[src/rtl/mem_stage.sv]
// Memory pipeline stage: registers the EX payload, extracts load data from the synchronous SRAM,
// and holds the read data while WB stalls so a stalled load keeps its result.
module mem_stage (
  input  logic        clk,
  input  logic        resetn,
  output logic        ms_allowin,
  input  logic        es_to_ms_valid,
  input  logic [73:0] es_to_ms_bus,
  input  logic        ws_allowin,
  output logic        ms_to_ws_valid,
  output logic [69:0] ms_to_ws_bus,
  input  logic [31:0] data_sram_rdata,
  output logic [38:0] ms_to_ds_bus
);

  localparam int unsigned EsToMsBusWd = 74;
  localparam int unsigned MsToWsBusWd = 70;

  logic                   ms_valid_q, ms_valid_d;
  logic [EsToMsBusWd-1:0] payload_q, payload_d;
  logic                   hold_vld_q, hold_vld_d;
  logic [31:0]            rdata_hold_q, rdata_hold_d;

  logic [2:0]  ld_op;
  logic        res_from_mem;
  logic        gr_we;
  logic [4:0]  dest;
  logic [31:0] alu_result;
  logic [31:0] pc;
  logic [1:0]  addr;
  logic [31:0] ld_data;
  logic [7:0]  ld_byte;
  logic [15:0] ld_half;
  logic [31:0] ld_value;
  logic [31:0] final_result;

  assign {ld_op, res_from_mem, gr_we, dest, alu_result, pc} = payload_q;
  assign addr = alu_result[1:0];

  // Ready-go is constant, so the stage can take a new instruction whenever its slot frees up.
  assign ms_allowin     = !ms_valid_q || ws_allowin;
  assign ms_to_ws_valid = ms_valid_q;

  always_comb begin
    ms_valid_d   = ms_allowin ? es_to_ms_valid : ms_valid_q;
    payload_d    = (es_to_ms_valid && ms_allowin) ? es_to_ms_bus : payload_q;
    hold_vld_d   = hold_vld_q;
    rdata_hold_d = rdata_hold_q;
    // SRAM data is only valid in the first cycle, so capture it when WB stalls a load.
    if (ms_allowin) begin
      hold_vld_d = 1'b0;
    end else if (ms_valid_q && res_from_mem && !hold_vld_q && !ws_allowin) begin
      hold_vld_d   = 1'b1;
      rdata_hold_d = data_sram_rdata;
    end
  end

  always_ff @(posedge clk or negedge resetn) begin
    if (!resetn) begin
      ms_valid_q   <= 1'b0;
      payload_q    <= '0;
      hold_vld_q   <= 1'b0;
      rdata_hold_q <= '0;
    end else begin
      ms_valid_q   <= ms_valid_d;
      payload_q    <= payload_d;
      hold_vld_q   <= hold_vld_d;
      rdata_hold_q <= rdata_hold_d;
    end
  end

  assign ld_data = hold_vld_q ? rdata_hold_q : data_sram_rdata;

  always_comb begin
    ld_byte = ld_data[7:0];
    unique case (addr)
      2'b00: ld_byte = ld_data[7:0];
      2'b01: ld_byte = ld_data[15:8];
      2'b10: ld_byte = ld_data[23:16];
      2'b11: ld_byte = ld_data[31:24];
    endcase
  end

  assign ld_half = addr[1] ? ld_data[31:16] : ld_data[15:0];

  always_comb begin
    ld_value = ld_data;
    case (ld_op)
      3'b001:  ld_value = {{24{ld_byte[7]}}, ld_byte};
      3'b010:  ld_value = {{16{ld_half[15]}}, ld_half};
      3'b101:  ld_value = {24'd0, ld_byte};
      3'b110:  ld_value = {16'd0, ld_half};
      default: ld_value = ld_data;
    endcase
  end

  assign final_result = res_from_mem ? ld_value : alu_result;

  assign ms_to_ws_bus = {gr_we, dest, final_result, pc};

  assign ms_to_ds_bus = {ms_valid_q && gr_we && (dest != 5'd0),
                         ms_valid_q && res_from_mem,
                         dest,
                         final_result};

  logic [MsToWsBusWd-1:0] unused_width_chk;
  assign unused_width_chk = ms_to_ws_bus;

endmodule

[config.mk]
export PLATFORM = sky130hd
export DESIGN_NAME = mem_stage
export DESIGN_NICKNAME = d
export VERILOG_FILES = /design/src/rtl/mem_stage.sv
export SDC_FILE = /design/constraint.sdc
export NUM_CORES = 1
export LEC_CHECK = 0
export ABC_AREA = 0
export CAP_MARGIN = 0
export CELL_PAD_IN_SITES_DETAIL_PLACEMENT = 1
export CELL_PAD_IN_SITES_GLOBAL_PLACEMENT = 2
export CORE_MARGIN = 1
export CORE_UTILIZATION = 25
export CTS_CLUSTER_DIAMETER = 100
export CTS_CLUSTER_SIZE = 12
export DETAILED_ROUTE_END_ITERATION = 7
export GPL_ROUTABILITY_DRIVEN = 0
export PLACE_DENSITY_LB_ADDON = 0.1
export SLEW_MARGIN = 20
export SYNTH_ARGS = -nofsm -noshare
export SYNTH_HDL_FRONTEND = slang
export SYNTH_SLANG_ARGS = --single-unit
[constraint.sdc]
create_clock -name clk -period 3 [get_ports clk]
set_input_delay 0.6 -clock clk [delete_from_list [all_inputs] [get_ports clk]]
set_output_delay 0.6 -clock clk [all_outputs]
set_load 0.05 [all_outputs]
==> run summary, run 1 <==
Post-synth EDFFs: 0
Cell Area, Synth: 5990 um^2
Met3 Resource Use GR: 4.82%
WS Path Type: reg2out
Share of cells above drive strength 1: 48.0%
CP arrival: 2.60 ns
Worst relative slew slack: 54.3%
Initial Util: 25.5%
Post-synth top cells: 129 x mux2_2, 108 x dfrtp_1, 76 x buf_4
GR peak layer: met2
Leakage: 4.02 nW
PortBufs: 220
Post-synthesis cell type count: 42
Switching Fraction: 41.3%
Worst Path Max Fanout: 6
Period utilization: 107%
Core area: 23500 um^2
Worst EP required: 2.40 ns
Layout Nets: 809
Post-Syn Nets: 614
Seq/Total Area, Yosys: 45.1%
Min Tclk post-route: 3.20 ns
Die width: 157 um
Async SR Flop Fraction: 100%
Switching pwr: 3.08 mW
PD cells: 754 nW/um^2
Worst setup EP type: output port
Worst-margin pin slew: 0.685 ns
H-tree lvl count: 3
Setup TNS: -8.43 ns
Root buf cell: clkbuf_16
Post-Synthesis Cells: 504
Clock skew: 0.0111 ns
First-pass GRT wire length: 30700 um
Failing checks: setup timing
GRT Residual Overflow: 0
Routed WL: 20200 um
Grt met1 use: 20.9%
Vias per cell: 4.53
Final setup violation count: 60
Max Slew Vio Count: 0
TritonCTS clock tree: done
MaxCap Viol Count: 0
DR WL/cell: 19.7 um
Min-Delay Path Class: in2async
Max IR drop VDD: 416 uV
Final Hold Viols: 0
Flops & latches, synth: 108
Hpwl dp: 14500 um
Full die area: 24600 um^2
Clock Latency Late Sink: 0.36 ns
Clock slew at reported path FFs: 0.08 ns
Count leader, synth: mux2_2
Warnings, synthesis: 0
Site Rows: 56
Final WS setup: -0.201 ns
Maximum number of pins on one net before global-route repair: 59
Post-synth top area share: 45.1%
Remaining DRCs: 0
Sink Count: 108
CTS Buffer Depth: 2
Clock power share: 17.4%
Most used DFF post-synth: dfrtp_1
Routed Antenna Nets: 0
Hold_buf cts: 0
Mapped Avg Cell Area: 11.9 um^2
Total global routing track utilization: 16.8%
Drt pass-1 iters: 4
GRT met2 Usage: 28.4%
RSZ-0062 raised after global routing: yes
Synth area leaders: dfrtp_1 45%, mux2_2 24%, buf_4 9.5%
Ports: 221
Combinational group share of total power: 56.7%
Initial DRC count: 151
Initial antenna violation count: 4
Vias in the first global route: 5134
Area delta synth->final: 65.3%
Highest Clock Rate: 312 MHz
Vias: 4635
Hold Slack: 0.227 ns
Die Y: 157 um
Cts bufs inserted: 9
Seq pwr share: 26.0%
Final Util: 42.2%
Top cell type by total area after synthesis: dfrtp_1
Run status: complete, but fails checks
Worst Setup Start Kind: flop
Pint: 4.38 mW
-- through the flow --
stage                     std cells  cell area (um^2)  total power, mW  setup WS (ns)
after global placement          986              9020             5.90         -0.374
after CTS                      1013              9600             7.41         -0.202
final                          1024              9910             7.47         -0.201
after detailed placement        986              9020             5.95         -0.400
after global routing           1023              9910             7.80         -0.276
after floorplan                 504              6200             4.38         -0.294
-- layout make-up --
class,instances,area (um^2)
fill,2415,13600
clock buffer,9,225
antenna,1,2.50
timing repair buffer,294,3530
inverter,5,18.8
clock inverter,7,87.6
multi-input combinational,281,2940
sequential,108,2710
tap,319,399
-- metal layers --
metal	up-vias	part of all wire (%)	wire (um)
li1	2130	-	-
met1	2326	43	8600
met2	155	50	10000
met3	18	6.4	1290
met4	6	1.3	257
met5	-	0.17	34
-- worst max-delay path: stages (launching register included) --
cell and delay, ns:
dfrtp_2 0.48, buf_6 0.16, mux2_4 0.21, nor3b_2 0.05, or4_4 0.67, buf_12 0.21, a41oi_2 0.15, buf_4 0.16
buf_12 0.13
-- cells by family (layout without fill, tap and decap cells) --
kind of cell / Yosys count / after routing / synth area share (%)
other cells: 0 / 1 / 0
mux: 146 / 146 / 28.9
xor+xnor: 1 / 1 / 0.146
simple gates: 56 / 56 / 4.61
buf+inv: 115 / 315 / 12.8
compound gates: 78 / 78 / 8.41
flops: 108 / 108 / 45.1
-- worst paths after layout --
| check | startpoint | endpoint | slack (ns) | cells after the start |
|---|---|---|---|---|
| worst max-delay path | hold_vld_q | ms_to_ws_bus[63] | -0.20 | 8 |
| worst min-delay path | resetn | rdata_hold_q[10] | 0.23 | 2 |
| worst max register to register | payload_q[70] | rdata_hold_q[25] | 1.08 | 6 |
| worst min register to register | rdata_hold_q[6] | rdata_hold_q[6] | 0.51 | 1 |
| max in group asynchronous | resetn | payload_q[33] | 2.11 | 2 |
| min in group clk | rdata_hold_q[6] | rdata_hold_q[6] | 0.51 | 1 |
-- flip-flops by register name (all words and copies together), names as in the netlist --
| signal | count |
|---|---|
| hold_vld_q | 1 |
| ms_to_ws_valid | 1 |
| payload_q | 74 |
| rdata_hold_q | 32 |
-- power by group through the flow --
stage	clock network, mW	registers (mW)	logic [mW]
after floorplan	0	1.89	2.49
after global placement	0	1.95	3.95
after detailed placement	0	1.97	3.98
after CTS	1.35	1.93	4.13
after global routing	1.40	1.98	4.42
final	1.30	1.94	4.23
-- cells in the final DEF, fill, tap and decap left out, types with 5 or more instances in the layout --
master             n
a32oi_1            6
nand2b_1           9
inv_1              5
mux4_2             8
clkdlybuf4s50_1  144
mux2_4             5
dfrtp_1          105
o21ai_4            7
a31oi_4           15
nor2_1            28
buf_6             25
buf_4             51
clkbuf_16         10
dlygate4sd2_1      6
a222oi_1           6
buf_12            58
mux2i_1            8
a21oi_1           24
mux2_2           125
-- repair_timing --
action / in CTS / in global routing
buffers inserted: 7 / 9
endpoints found under the setup margin: 62 / 62
cloned: 4 / 1
pin swaps: 13 / 14
endpoints found under the hold margin: 0 / 0
gates resized for setup: 35 / 46
Note: power is estimated with default switching activity, not from simulation.
==> run 2: changes to the inputs <==
- ABC_CLOCK_PERIOD_IN_PS: default -> 3000
- CTS_CLUSTER_DIAMETER: 100 -> 120
==> results of run 2 <==
Same layout as run 1: the final DEF is identical, and so are final timing and power.
